===== src/rtl/seg7_scan_driver_if.sv =====
// Load and scan-output bundle between a host/bench and the 4-digit
// 7-segment scan driver.
interface seg7_scan_driver_if;
   logic        LOAD_IN;
   logic [15:0] VALUE_IN;
   logic [3:0]  DOTS_IN;
   logic [1:0]  SEG_SELECT_OUT;
   logic [3:0]  BIN_OUT;
   logic        DOT_OUT;
   logic        BLANK_OUT;
   logic        BUSY_OUT;
   logic        FRAME_OUT;

   modport master (
      output LOAD_IN, VALUE_IN, DOTS_IN,
      input  SEG_SELECT_OUT, BIN_OUT, DOT_OUT, BLANK_OUT, BUSY_OUT, FRAME_OUT
   );

   modport slave (
      input  LOAD_IN, VALUE_IN, DOTS_IN,
      output SEG_SELECT_OUT, BIN_OUT, DOT_OUT, BLANK_OUT, BUSY_OUT, FRAME_OUT
   );
endinterface


===== src/rtl/seg7_scan_driver.sv =====
// Time-multiplexed 4-digit scan controller: prescaled digit stepping, shadow
// value applied only at frame boundaries, optional leading-zero blanking.
module seg7_scan_driver #(
   parameter int CLK_DIV = 50000,
   parameter bit LZB_EN  = 1'b1
) (
   input  logic              CLK,
   input  logic              RESET_N,
   seg7_scan_driver_if.slave bus
);

   localparam int CNT_W = (CLK_DIV > 2) ? $clog2(CLK_DIV) : 1;
   localparam logic [CNT_W-1:0] CNT_LAST = CNT_W'(CLK_DIV - 1);

   logic [CNT_W-1:0] cnt_q, cnt_d;
   logic [1:0]       digit_q, digit_d;
   logic [15:0]      shadow_q, shadow_d;
   logic [3:0]       sdots_q, sdots_d;
   logic             pend_q, pend_d;
   logic [15:0]      pend_val_q, pend_val_d;
   logic [3:0]       pend_dots_q, pend_dots_d;
   logic [1:0]       seg_q, seg_d;
   logic [3:0]       bin_q, bin_d;
   logic             dot_q, dot_d;
   logic             blank_q, blank_d;
   logic             frame_q, frame_d;

   logic             tick;
   logic             boundary;
   logic [3:1]       upper_zero;
   logic [3:0]       blank_vec;

   always_comb begin
      tick        = (cnt_q == CNT_LAST);
      boundary    = tick && (digit_q == 2'd3);
      cnt_d       = tick ? '0 : cnt_q + 1'b1;
      digit_d     = tick ? digit_q + 2'd1 : digit_q;
      shadow_d    = shadow_q;
      sdots_d     = sdots_q;
      pend_d      = pend_q;
      pend_val_d  = pend_val_q;
      pend_dots_d = pend_dots_q;
      frame_d     = 1'b0;

      // A load on the boundary cycle bypasses the pending slot entirely.
      if (boundary) begin
         if (bus.LOAD_IN) begin
            shadow_d = bus.VALUE_IN;
            sdots_d  = bus.DOTS_IN;
            pend_d   = 1'b0;
            frame_d  = 1'b1;
         end else if (pend_q) begin
            shadow_d = pend_val_q;
            sdots_d  = pend_dots_q;
            pend_d   = 1'b0;
            frame_d  = 1'b1;
         end
      end else if (bus.LOAD_IN) begin
         pend_d      = 1'b1;
         pend_val_d  = bus.VALUE_IN;
         pend_dots_d = bus.DOTS_IN;
      end
   end

   // Blanking is derived from the next shadow so it lines up with the digit it describes.
   assign upper_zero[3] = (shadow_d[15:12] == 4'h0);
   assign blank_vec[0]  = 1'b0;

   generate
      for (genvar gi = 1; gi < 4; gi++) begin : g_blank
         if (gi < 3) begin : g_chain
            assign upper_zero[gi] = (shadow_d[4*gi +: 4] == 4'h0) && upper_zero[gi+1];
         end
         assign blank_vec[gi] = LZB_EN && upper_zero[gi] && !sdots_d[gi];
      end
   endgenerate

   always_comb begin
      seg_d   = digit_d;
      bin_d   = shadow_d[{digit_d, 2'b00} +: 4];
      dot_d   = sdots_d[digit_d];
      blank_d = blank_vec[digit_d];
   end

   always_ff @(posedge CLK or negedge RESET_N) begin
      if (!RESET_N) begin
         cnt_q       <= '0;
         digit_q     <= 2'd0;
         shadow_q    <= 16'h0000;
         sdots_q     <= 4'h0;
         pend_q      <= 1'b0;
         pend_val_q  <= 16'h0000;
         pend_dots_q <= 4'h0;
         seg_q       <= 2'd0;
         bin_q       <= 4'h0;
         dot_q       <= 1'b0;
         blank_q     <= 1'b0;
         frame_q     <= 1'b0;
      end else begin
         cnt_q       <= cnt_d;
         digit_q     <= digit_d;
         shadow_q    <= shadow_d;
         sdots_q     <= sdots_d;
         pend_q      <= pend_d;
         pend_val_q  <= pend_val_d;
         pend_dots_q <= pend_dots_d;
         seg_q       <= seg_d;
         bin_q       <= bin_d;
         dot_q       <= dot_d;
         blank_q     <= blank_d;
         frame_q     <= frame_d;
      end
   end

   assign bus.SEG_SELECT_OUT = seg_q;
   assign bus.BIN_OUT        = bin_q;
   assign bus.DOT_OUT        = dot_q;
   assign bus.BLANK_OUT      = blank_q;
   assign bus.BUSY_OUT       = pend_q;
   assign bus.FRAME_OUT      = frame_q;

endmodule


===== src/flat_wrapper.sv =====
// flat-port wrapper written by rule: the top's interface ports become plain ports
module seg7_scan_driver_flat 
#(
   parameter int CLK_DIV = 50000,
   parameter bit LZB_EN  = 1'b1
)
  (CLK, RESET_N, bus_LOAD_IN, bus_VALUE_IN, bus_DOTS_IN, bus_SEG_SELECT_OUT, bus_BIN_OUT, bus_DOT_OUT, bus_BLANK_OUT, bus_BUSY_OUT, bus_FRAME_OUT);
  seg7_scan_driver_if bus_i ();
  input  logic CLK;
  input  logic RESET_N;
  input wire logic [$bits(bus_i.LOAD_IN)-1:0] bus_LOAD_IN;
  input wire logic [$bits(bus_i.VALUE_IN)-1:0] bus_VALUE_IN;
  input wire logic [$bits(bus_i.DOTS_IN)-1:0] bus_DOTS_IN;
  output wire logic [$bits(bus_i.SEG_SELECT_OUT)-1:0] bus_SEG_SELECT_OUT;
  output wire logic [$bits(bus_i.BIN_OUT)-1:0] bus_BIN_OUT;
  output wire logic [$bits(bus_i.DOT_OUT)-1:0] bus_DOT_OUT;
  output wire logic [$bits(bus_i.BLANK_OUT)-1:0] bus_BLANK_OUT;
  output wire logic [$bits(bus_i.BUSY_OUT)-1:0] bus_BUSY_OUT;
  output wire logic [$bits(bus_i.FRAME_OUT)-1:0] bus_FRAME_OUT;
  assign bus_i.LOAD_IN = bus_LOAD_IN;
  assign bus_i.VALUE_IN = bus_VALUE_IN;
  assign bus_i.DOTS_IN = bus_DOTS_IN;
  assign bus_SEG_SELECT_OUT = bus_i.SEG_SELECT_OUT;
  assign bus_BIN_OUT = bus_i.BIN_OUT;
  assign bus_DOT_OUT = bus_i.DOT_OUT;
  assign bus_BLANK_OUT = bus_i.BLANK_OUT;
  assign bus_BUSY_OUT = bus_i.BUSY_OUT;
  assign bus_FRAME_OUT = bus_i.FRAME_OUT;
  seg7_scan_driver #(.CLK_DIV(CLK_DIV), .LZB_EN(LZB_EN)) u_core (.CLK(CLK), .RESET_N(RESET_N), .bus(bus_i));
endmodule

===== config.mk =====
export PLATFORM = sky130hd
export DESIGN_NAME = seg7_scan_driver_flat
export DESIGN_NICKNAME = d
export VERILOG_FILES = /design/src/rtl/seg7_scan_driver_if.sv /design/src/rtl/seg7_scan_driver.sv /design/src/flat_wrapper.sv
export SDC_FILE = /design/constraint.sdc
export NUM_CORES = 1
export LEC_CHECK = 0
export ABC_AREA = 0
export BUFFER_PORTS_ARGS = -buffer_cell sky130_fd_sc_hd__buf_2
export CAP_MARGIN = 10
export CORE_UTILIZATION = 35
export CTS_BUF_LIST = sky130_fd_sc_hd__clkbuf_2
export DETAILED_ROUTE_END_ITERATION = 10
export PLACE_DENSITY = 0.63
export SKIP_LAST_GASP = 1
export SLEW_MARGIN = 40
export SYNTH_ARGS = -nofsm -noshare
export SYNTH_HDL_FRONTEND = slang
export SYNTH_SLANG_ARGS = --single-unit

===== constraint.sdc =====
create_clock -name CLK -period 2.97 [get_ports CLK]
set_input_delay 0 -clock CLK [delete_from_list [all_inputs] [get_ports CLK]]
set_output_delay 0 -clock CLK [all_outputs]
set_load 0.02 [all_outputs]

# Word-level counts from Yosys, hierarchy flattened
# Index checks and enable logic that the tools add are counted.
dict set report classes {
  n_addsub 2
  magnitude_cmp 1
  eq_ne 2
  shifts 1
  n_mux 17
  bitwise_logic 1
  reduce_logical 14
}
# operator count
set ops {}
lappend ops {{$mux W16} 4}
lappend ops {{$add A16 B1 Y16 const B} 1}
lappend ops {{$eq A16 B16 Y1 const B} 1}
lappend ops {{$shiftx A16 B5 Y4} 1}
lappend ops {{$logic_not A4 Y1} 3}
lappend ops {{$mux W4} 3}
lappend ops {{$mux W1} 7}
lappend ops {{$logic_and A1 B1 Y1} 6}
lappend ops {{$bmux W1 S2} 2}
lappend ops {{$logic_not A1 Y1} 3}
lappend ops {{$lt A2 B3 Y1 const B} 1}
lappend ops {{$add A2 B1 Y2 const B} 1}
lappend ops {{$eq A2 B2 Y1 const B} 1}
lappend ops {{$mux W2} 1}
lappend ops {{$reduce_and A2 Y1} 1}
lappend ops {{$reduce_bool A2 Y1} 1}
lappend ops {{$not A1 Y1} 1}
dict set report totals {
  regBits 66
  inputBits 23
}

# Depth between registers and ports, before layout
# Gate-level depths: netlist (run 1).
dict set report logic_depth {
  word_depth 9
  ltp_mapped 12
  mapped_depth_nobuf 8
}

# Worst setup path after synthesis (run 1)
# Ideal clock, no wire load.
dict set report synth_path {
  path_type {reg2reg}
  from {register u_core.digit_q[0]}
  to {register u_core.blank_q (netlist: u_core.bus.BLANK_OUT)}
  setup_time_ns 0.082
  arrival_ns 2.528
  t_required_ns 2.888
  slack_ns 0.360
  stages_incl_launch_ff 11
  synth_period_minus_slack_ns 2.610
  cell_sequence {dfrtp_1 -> ha_1 -> and4_1 -> clkbuf_1 -> and4_1 -> buf_2 -> mux2i_1 -> nand2_1 -> or3_1 -> or4_1 -> o22ai_1}
}
dict set report synth_via {
  elab_chain_cells 9
}
# item line_no
set synth_lines {}
lappend synth_lines {{start, declared} seg7_scan_driver.sv:16} ;# logic [1:0] digit_q, digit_d;
lappend synth_lines {{start signal, assigned} seg7_scan_driver.sv:101} ;# digit_q <= digit_d;
lappend synth_lines {{$eq A2 B2 Y1 *} seg7_scan_driver.sv:35} ;# boundary = tick && (digit_q == 2'd3);
lappend synth_lines {{$logic_and A1 B1 Y1 *} seg7_scan_driver.sv:35}
lappend synth_lines {{$mux W16 *} seg7_scan_driver.sv:46} ;# if (boundary) begin
lappend synth_lines {{named net u_core.shadow_d[9]} seg7_scan_driver.sv:17} ;# logic [15:0] shadow_q, shadow_d;
lappend synth_lines {{$logic_not A4 Y1 *} seg7_scan_driver.sv:72} ;# assign upper_zero[gi] = (shadow_d[4*gi +: 4] == 4'h0) && upper_zero[gi+1];
lappend synth_lines {{$logic_and A1 B1 Y1 *} seg7_scan_driver.sv:72}
lappend synth_lines {{$logic_and A1 B1 Y1} seg7_scan_driver.sv:72}
lappend synth_lines {{$logic_and A1 B1 Y1} seg7_scan_driver.sv:74} ;# assign blank_vec[gi] = LZB_EN && upper_zero[gi] && !sdots_d[gi];
lappend synth_lines {{$bmux W1 S2 *} seg7_scan_driver.sv:82} ;# blank_d = blank_vec[digit_d];
lappend synth_lines {{$mux W1 (not written as such) *} seg7_scan_driver.sv:82}
lappend synth_lines {{named net u_core.blank_d} seg7_scan_driver.sv:25} ;# logic blank_q, blank_d;
lappend synth_lines {{end signal, assigned} seg7_scan_driver.sv:110} ;# blank_q <= blank_d;
lappend synth_lines {{end, declared} seg7_scan_driver.sv:25}
# Mark *: on every way through the listed nets, which the timed path passes. The rest lies on a longest branch. The select of a mux whose other input is x is not followed.
# A chain may end at the register's enable or synchronous reset.

# Worst setup path after layout (run 1)
# Ends and elaborated chain as after synthesis.

==> results of run 1 <==
-- cell type report --
type | instances | area, um2
well taps | 108 | 135
repair buffers | 68 | 498
flip-flops and latches | 66 | 1650
clock inverters | 5 | 71.3
clock buffers | 9 | 45.0
inverters | 21 | 78.8
multi-input cells | 217 | 1390
fillers | 894 | 4980
-- logic make-up (layout without fill, tap and decap cells) --
| group | count (synthesis) | count (layout) | share of synthesized area [%] |
|---|---|---|---|
| muxes | 20 | 20 | 6.81 |
| xor gates and xnor gates | 13 | 13 | 3.52 |
| adders and majority gates | 2 | 2 | 0.773 |
| and+or+nand+nor | 110 | 110 | 17.2 |
| AOI/OAI and AO/OA | 72 | 72 | 14.7 |
| DFF | 66 | 66 | 51.0 |
| buffers and inverters | 40 | 103 | 5.95 |
-- report_power, final --
group | internal (mW) | leakage, nW | switching (mW)
Combinational | 0.0693 | 0.921 | 0.0659
Sequential | 0.931 | 0.832 | 0.0164
Clock | 0.262 | 0.0704 | 0.313
-- stage by stage --
| step | area, um2 | hold WS [ps] | util, % | std cells | setup WS (ps) |
|---|---|---|---|---|---|
| CTS | 3870 | 39.6 | 43.8 | 494 | 195 |
| floorplan | 3240 | -296 | - | 323 | 360 |
| global placement | 3510 | 246 | 39.7 | 457 | 282 |
| global route | 3870 | 42.5 | 43.8 | 494 | 20.3 |
| detailed placement | 3530 | 81.2 | 39.9 | 458 | 252 |
| finish | 3870 | 57.7 | 43.8 | 494 | 177 |
-- critical path: cells and delay by family (launching register included) --
family	cells	cell delay, ps
compound gates	1	130
flops	1	460
mux	1	230
fa+ha+maj	1	170
simple gates	5	1730
-- flip-flops by register name (all words and copies together) (netlist names) --
name                  flops
u_core.pend_val_q        16
u_core.bus.DOT_OUT        1
u_core.bus.BUSY_OUT       1
u_core.cnt_q             16
u_core.bus.BLANK_OUT      1
u_core.shadow_q          16
u_core.digit_q            2
u_core.pend_dots_q        4
u_core.bus.FRAME_OUT      1
u_core.bus.BIN_OUT        4
u_core.sdots_q            4
-- layout by cell type (no fill, tap or decap), drive strengths merged, types with 3 or more instances in the layout --
cell type	n
a211oi	4
a21oi	11
a31oi	12
a32oi	6
a41oi	5
and2	4
and3	3
and4	3
buf	46
clkbuf	9
clkinv	4
dfrtp	66
dlygate4sd3	22
inv	20
mux2	16
mux2i	4
nand2	26
nand3	10
nand3b	3
nor2	43
nor3	3
o21ai	16
o22ai	9
or3	4
xnor2	5
xor2	8
-- metal layers --
layer | share of wire, % | vias to the layer above | GRT usage (%) | routed length [um]
li1 | - | 1262 | - | -
met3 | 4.0 | 10 | 4.29 | 301
met5 | 0 | - | 0 | 0
met1 | 46 | 1271 | 21.9 | 3420
met4 | 1.2 | 0 | 5.17 | 88
met2 | 49 | 50 | 28.6 | 3700
-- final timing paths --
kind,depth (start not counted),end
hold reg to reg,1,u_core.cnt_q[0]
min in group CLK,3,u_core.pend_val_q[5]
setup / recovery,8,u_core.bus.BLANK_OUT
setup reg to reg,8,u_core.bus.BLANK_OUT
max in group asynchronous,4,u_core.shadow_q[11]
hold / removal,3,u_core.bus.BLANK_OUT
==> results.json, run 1 <==
{
  "run_status": "completed",
  "crit_path_start": "u_core.digit_q[0]",
  "end_kind": "flop",
  "yosysTopAreaCell": "dfrtp_1",
  "async_flop_share_pct": 100,
  "max_stage_delay_ps": 490,
  "cp_slowest_cell": "and4_1",
  "drcViolationCount": 0,
  "drt_first_pass_iters": 6,
  "postCtsHoldBufs": 22,
  "max_freq_mhz": 358,
  "path_class": "flop to flop",
  "synth_top_area_share_pct": 51.0,
  "fp.dieW_um": 98.2,
  "path_cells": "ha_1 > and4_1 > and4_1 > mux2i_1 > nand2_1 > or3_1 > or4_1 > o22ai_1",
  "synth.most_common_cell": "dfrtp_1",
  "drt_iter0_drc": 109,
  "r2r_start": "u_core.digit_q[0]",
  "yosysSeqAreaShare_pct": 51.0,
  "synth_common_cells": "dfrtp_1 (66), nor2_1 (43), nand2_1 (26)",
  "grt_pass1_vias": 2566,
  "rsz0062_at_grt": "no",
  "max_cap_violations": 0,
  "ctsResizeCount": 0,
  "chipHeight_um": 98.2,
  "port_buffers": 32,
  "crit_path_frequent_cell": "and4_1",
  "drtAntennaViolNets": 0,
  "core_um2": 8850,
  "clkLatencyLatePin_ps": 500,
  "post-dp-hpwl_mm": 5.22,
  "globalRouteOverflowTotal": 0,
  "grt_pass1_wl_mm": 12.7,
  "fin_nets": 408,
  "postCtsSetupBuffers": 0,
  "finClkSkew_ps": 25.6,
  "critPathMaxFanout": 9,
  "tightest_slew_ps": 566,
  "clock-sinks": 66,
  "grt_use_total_pct": 17.1,
  "postSynthAreaPerCell_um2": 10.0,
  "hp-class": "primary input to asynchronous set/reset pin",
  "cts_tree": "done",
  "period_share_pct": 94.0,
  "finalCriticalPeriod_ps": 2790,
  "ys_ff_latch": 66,
  "cts_max_level": 3,
  "fin_total_pwr_mw": 1.66,
  "powerDensity_nw_per_um2": 428,
  "max-clock-path-buffers": 2,
  "ys_warn_count": 0,
  "grt_max_degree": 37,
  "cp.arrival_ps": 3230,
  "die_area_um2": 9630,
  "finalSetupViolCount": 0,
  "ys_top_cells_by_area": "dfrtp_1 (51%), mux2_2 (5.6%), nor2_1 (5.0%)",
  "synth_top_flop_cell": "dfrtp_1",
  "place.gp.congestion": 0.790,
  "r2r_slack_ps": 180,
  "required_ps": 3400,
  "antenna_found_initial": 0,
  "syn_inst": 323,
  "detail_route.wl_per_cell_um": 15.2,
  "syn-num-nets": 348,
  "clockRootBuffer": "clkbuf_2",
  "layout-drive-gt1-share_pct": 20.2,
  "p_leak_nw": 1.82,
  "hold_viol": 0,
  "vdd_drop_max_v": 0.000281,
  "pin_count": 33,
  "row_count": 34,
  "clk_pin_slew_worst_paths_ps": 180,
  "fin_setup_tns_ps": 0,
  "cts_made_buffers": 9,
  "wl_mm": 7.51,
  "synth_enable_flop_cells": 0,
  "syn_area_um2": 3240,
  "drv_slew": 0,
  "worstSetupStartpointType": "flop",
  "area_growth_pct": 19.6,
  "vias_per_cell": 5.25,
  "ys_types": 43,
  "start_util_pct": 36.6,
  "antenna_cells": 0,
  "vias": 2593,
  "slew_headroom_pct": 62.1
}
Note: power is estimated with default switching activity, not from simulation.
==> run 2, diff against run 1 <==
--- a/config.mk
+++ b/config.mk
@@ -12,6 +12,7 @@
 export CTS_BUF_LIST = sky130_fd_sc_hd__clkbuf_2
 export DETAILED_ROUTE_END_ITERATION = 10
 export PLACE_DENSITY = 0.63
+export REMOVE_ABC_BUFFERS = 1
 export SKIP_LAST_GASP = 1
 export SLEW_MARGIN = 40
 export SYNTH_ARGS = -nofsm -noshare
==> results.json, run 2 (same netlist as run 1, synthesis figures left out) <==
{
  "cts_tree": "done",
  "finClkSkew_ps": 25.3,
  "die_area_um2": 9630,
  "worstSetupStartpointType": "flop",
  "vias": 2594,
  "worst-path-buf-inv": 0,
  "grt_pass1_vias": 2585,
  "fin_total_pwr_mw": 1.58,
  "drt_iter0_drc": 100,
  "finalSetupViolCount": 0,
  "hp-class": "primary input to asynchronous set/reset pin",
  "dpl_worst_slack_ps": 172,
  "p_sw_uw": 454,
  "path_cells": "nor4b_4 > and4_2 > a31oi_1 > a21boi_4 > or3_1 > or4_1 > o22ai_1",
  "clk_pin_slew_worst_paths_ps": 220,
  "final_cell_mix": "dfrtp_1 (66), nor2_1 (43), buf_2 (33)",
  "max_cap_violations": 0,
  "worstReg2RegEnd": "u_core.bus.BLANK_OUT",
  "final_common_cell": "dfrtp_1",
  "finalCriticalPeriod_ps": 2750,
  "cts_made_buffers": 9,
  "place.gp.congestion": 0.817,
  "core_um2": 8850,
  "grt_pass1_wl_mm": 12.6,
  "cp.arrival_ps": 3200,
  "clockRootBuffer": "clkbuf_2",
  "clkLatencyLatePin_ps": 510,
  "cp_top_family": "simple AND/OR/NAND/NOR gates",
  "tightest_slew_ps": 558,
  "clock-sinks": 66,
  "globalRouteOverflowTotal": 0,
  "fin_nets": 408,
  "run_status": "completed",
  "area_growth_pct": 18.9,
  "post-dp-hpwl_mm": 5.11,
  "vdd_drop_max_v": 0.000321,
  "drtAntennaViolNets": 0,
  "r2r_slack_ps": 220,
  "clock_power_share_pct": 31.4,
  "fin_ws_ps": 216,
  "vias_per_cell": 5.23,
  "postCtsSetupBuffers": 0,
  "placed_cells": 457,
  "powerDensity_nw_per_um2": 410,
  "period_share_pct": 92.7,
  "pin_count": 33,
  "row_count": 34,
  "max_freq_mhz": 363,
  "max_stage_delay_ps": 530,
  "path_class": "flop to flop",
  "reg_top3": "u_core.cnt_q (16), u_core.pend_val_q (16), u_core.shadow_q (16)",
  "reg2reg_depth": 7,
  "r2r_start": "u_core.cnt_q[11]",
  "p_leak_nw": 1.81,
  "chipHeight_um": 98.2,
  "slew_headroom_pct": 62.8,
  "required_ps": 3420,
  "max-clock-path-buffers": 2,
  "grt_max_degree": 44,
  "drcViolationCount": 0,
  "design_area_um2": 3850,
  "power_frac_comb_pct": 8.6,
  "fin_cells": 496,
  "hold_viol": 0,
  "dpl-instance-area_um2": 3510,
  "detail_route.wl_per_cell_um": 14.7,
  "cp_slowest_cell": "nor4b_4",
  "antenna_found_initial": 0,
  "layout-drive-gt1-share_pct": 21.9,
  "grt_use_total_pct": 16.5,
  "port_buffers": 32,
  "critPathMaxFanout": 13,
  "fp.dieW_um": 98.2,
  "cts_max_level": 3,
  "rsz0062_at_grt": "no",
  "start_util_pct": 36.6,
  "switching_share_pct": 28.8,
  "seq_power_share_pct": 60.1,
  "p_int_mw": 1.12,
  "drv_slew": 0,
  "fin_setup_tns_ps": 0,
  "drt_first_pass_iters": 6,
  "wl_mm": 7.32,
  "end_kind": "flop",
  "antenna_cells": 0
}
==> run 2: changes by cell type in the layout (fill, tap and decap cells not counted), sizes merged <==
cell | before | now
bufinv | 2 | 0
clkinv | 4 | 3
clkinvlp | 0 | 2
inv | 20 | 23
==> run 2: final cells by class <==
class                      instances  area [um2]
fill                             873        5000
inverter                          21        78.8
clock inverter                     7        61.3
sequential                        66        1650
tap                              108         135
clock buffer                       9        45.0
timing repair buffer              68         483
multi-input combinational        217        1390
==> run 2: what timing repair did <==
item / CTS / global route
resized for setup: 0 / 2
hold endpoints to repair: 65 / 0
hold buffers: 23 / 0
endpoints found under the setup margin: 0 / 1
==> run 2: routing by layer <==
metal	share of wire [%]	vias to the layer above	wire [um]	track usage (%)
li1	-	1260	-	-
met1	48	1256	3520	21.7
met2	47	64	3440	26.7
met3	3.3	14	239	4.22
met4	1.6	0	116	5.28
met5	0	-	0	0
==> run 2: metrics by stage <==
step                hold WS (ps)  utilization, %
detailed placement          28.1            39.7
global placement            20.0            39.7
floorplan                   -296               -
CTS                         98.2            43.5
finish                      83.1            43.5
global route                97.0            43.5
==> run 2: power groups by stage <==
stage	clock network (mW)	logic, mW	registers [mW]
after floorplan	0	0.0517	0.960
after global placement	0	0.113	0.964
after detailed placement	0	0.116	0.965
after CTS	0.516	0.139	0.949
after global routing	0.546	0.152	0.953
final	0.496	0.135	0.949
==> run 2: how the worst max path moves through the flow <==
stage / startpoint / end / slack (ps) / cells after the start
finish: u_core.cnt_q[11] / u_core.bus.BLANK_OUT / 220 / 7
global route: u_core.digit_q[0] / u_core.bus.BLANK_OUT / 40 / 9
CTS: u_core.digit_q[0] / u_core.bus.BLANK_OUT / 130 / 8
detailed placement: u_core.cnt_q[11] / u_core.bus.BLANK_OUT / 170 / 7
global placement: u_core.cnt_q[11] / u_core.bus.BLANK_OUT / 230 / 7
floorplan: u_core.digit_q[0] / u_core.bus.BLANK_OUT / 160 / 8
==> run 2: worst reg2reg max path: stages, from the launching register on <==
cell and delay (ps):
dfrtp_1 480, nor4b_4 530, and4_2 490, a31oi_1 150
a21boi_4 190, or3_1 350, or4_1 410, o22ai_1 110
==> run 3, diff against run 2 <==
--- a/config.mk
+++ b/config.mk
@@ -11,7 +11,6 @@
 export CORE_UTILIZATION = 35
 export CTS_BUF_LIST = sky130_fd_sc_hd__clkbuf_2
 export DETAILED_ROUTE_END_ITERATION = 10
-export PLACE_DENSITY = 0.63
 export REMOVE_ABC_BUFFERS = 1
 export SKIP_LAST_GASP = 1
 export SLEW_MARGIN = 40
==> results.json, run 3 (same netlist as run 1, synthesis figures left out) <==
{
  "detail_route.wl_per_cell_um": 14.7,
  "finalSetupViolCount": 0,
  "vias": 2558,
  "cp.arrival_ps": 3220,
  "fin_total_pwr_mw": 1.69,
  "fillers": 870,
  "antenna_cells": 0,
  "pin_count": 33,
  "max-clock-path-buffers": 2,
  "antenna_found_initial": 0,
  "post-dp-hpwl_mm": 5.00,
  "powerDensity_nw_per_um2": 436,
  "p_leak_nw": 1.83,
  "critPathMaxFanout": 10,
  "placed_cells": 458,
  "grt_use_total_pct": 16.1,
  "drt_iter0_drc": 107,
  "row_count": 34,
  "fin_nets": 408,
  "cts_made_buffers": 9,
  "fp.dieW_um": 98.2,
  "drtAntennaViolNets": 0,
  "finClkSkew_ps": 31.5,
  "cts_max_level": 3,
  "grt_pass1_vias": 2526,
  "path_class": "flop to flop",
  "finalCriticalPeriod_ps": 2790,
  "vias_per_cell": 5.16,
  "grt_pass1_wl_mm": 12.2,
  "port_buffers": 32,
  "end_kind": "flop",
  "max_stage_delay_ps": 520,
  "slew_headroom_pct": 59.0,
  "rsz0062_at_grt": "no",
  "vdd_drop_max_v": 0.000307,
  "required_ps": 3400,
  "fin_setup_tns_ps": 0,
  "path_cells": "nor4b_4 > and4_1 > mux2i_1 > nand2_1 > or3_1 > or4_1 > o22ai_1",
  "globalRouteOverflowTotal": 0,
  "fin_cells": 496,
  "core_um2": 8850,
  "max_cap_violations": 0,
  "clk_pin_slew_worst_paths_ps": 190,
  "start_util_pct": 36.6,
  "drt_first_pass_iters": 4,
  "layout-drive-gt1-share_pct": 21.4,
  "clkLatencyLatePin_ps": 500,
  "fin_util_pct": 43.9,
  "clockRootBuffer": "clkbuf_2",
  "drcViolationCount": 0,
  "tightest_slew_ps": 615,
  "max_freq_mhz": 358,
  "cp_top_family": "simple AND/OR/NAND/NOR gates",
  "run_status": "completed",
  "drv_slew": 0,
  "period_share_pct": 94.1,
  "holdWs_ps": 95.0,
  "chipHeight_um": 98.2,
  "wl_mm": 7.29,
  "area_growth_pct": 20.1,
  "reg_top3": "u_core.cnt_q (16), u_core.pend_val_q (16), u_core.shadow_q (16)",
  "hp-class": "primary input to asynchronous set/reset pin",
  "die_area_um2": 9630,
  "cp_slowest_cell": "and4_1",
  "worstSetupStartpointType": "flop",
  "clock-sinks": 66,
  "grt_max_degree": 67,
  "cts_tree": "done",
  "final_common_cell": "dfrtp_1",
  "final_cell_mix": "dfrtp_1 (66), nor2_1 (43), buf_2 (32)",
  "place.gp.congestion": 0.826,
  "worst-path-buf-inv": 0,
  "hold_viol": 0
}
run 3: worst paths after layout:
| path | slack, ps | depth (start not counted) | start | end |
|---|---|---|---|---|
| hold / removal | 90 | 3 | RESET_N | u_core.pend_val_q[12] |
| setup / recovery | 180 | 7 | u_core.cnt_q[5] | u_core.bus.BLANK_OUT |
| hold reg to reg | 470 | 1 | u_core.cnt_q[0] | u_core.cnt_q[0] |
| setup reg to reg | 180 | 7 | u_core.cnt_q[5] | u_core.bus.BLANK_OUT |
| max in group asynchronous | 2440 | 3 | RESET_N | u_core.shadow_q[4] |
| min in group CLK | 260 | 3 | bus_VALUE_IN[5] | u_core.pend_val_q[5] |
run 3: area by class of cell:
type / instances / area, um2 / area share, %
Sequential cell: 66 / 1650 / 42.5
Multi-Input combinational cell: 217 / 1390 / 35.8
Timing Repair Buffer: 68 / 489 / 12.6
Tap cell: 108 / 135 / 3.48
Clock inverter: 7 / 92.6 / 2.38
Inverter: 21 / 78.8 / 2.03
Clock buffer: 9 / 45.0 / 1.16
run 3: repair_timing:
action                                 in CTS  in global routing
resized for setup                           0                  1
hold buffers                               22                  0
endpoints found under the hold margin     105                  0
buffers inserted                            0                  0
setup endpoints to repair                   0                  1
run 3: report_power, final:
group          switching [mW]  internal, mW  leakage, nW  total, mW
clock                   0.335         0.277       0.0760      0.612
combinational          0.0657        0.0688        0.918      0.135
sequential             0.0167         0.931        0.832      0.948
run 3: worst min-delay path: stages:
cell	delay [ps]
dlygate4sd3_1	520
buf_2	100
buf_6	460
run 3: routing by layer:
| layer | track usage (%) | part of all wire (%) | up-vias |
|---|---|---|---|
| met4 | 4.25 | 0.30 | 0 |
| met1 | 21.4 | 48 | 1237 |
| li1 | - | - | 1259 |
| met5 | 0 | 0 | - |
| met3 | 3.87 | 3.4 | 4 |
| met2 | 26.3 | 48 | 58 |
run 3: per-stage QoR:
step                      area [um2]  worst slack [ps]
after CTS                       3880               161
after global routing            3880              35.2
after detailed placement        3530               223
after global placement          3520               231
after floorplan                 3120               164
final                           3880               176
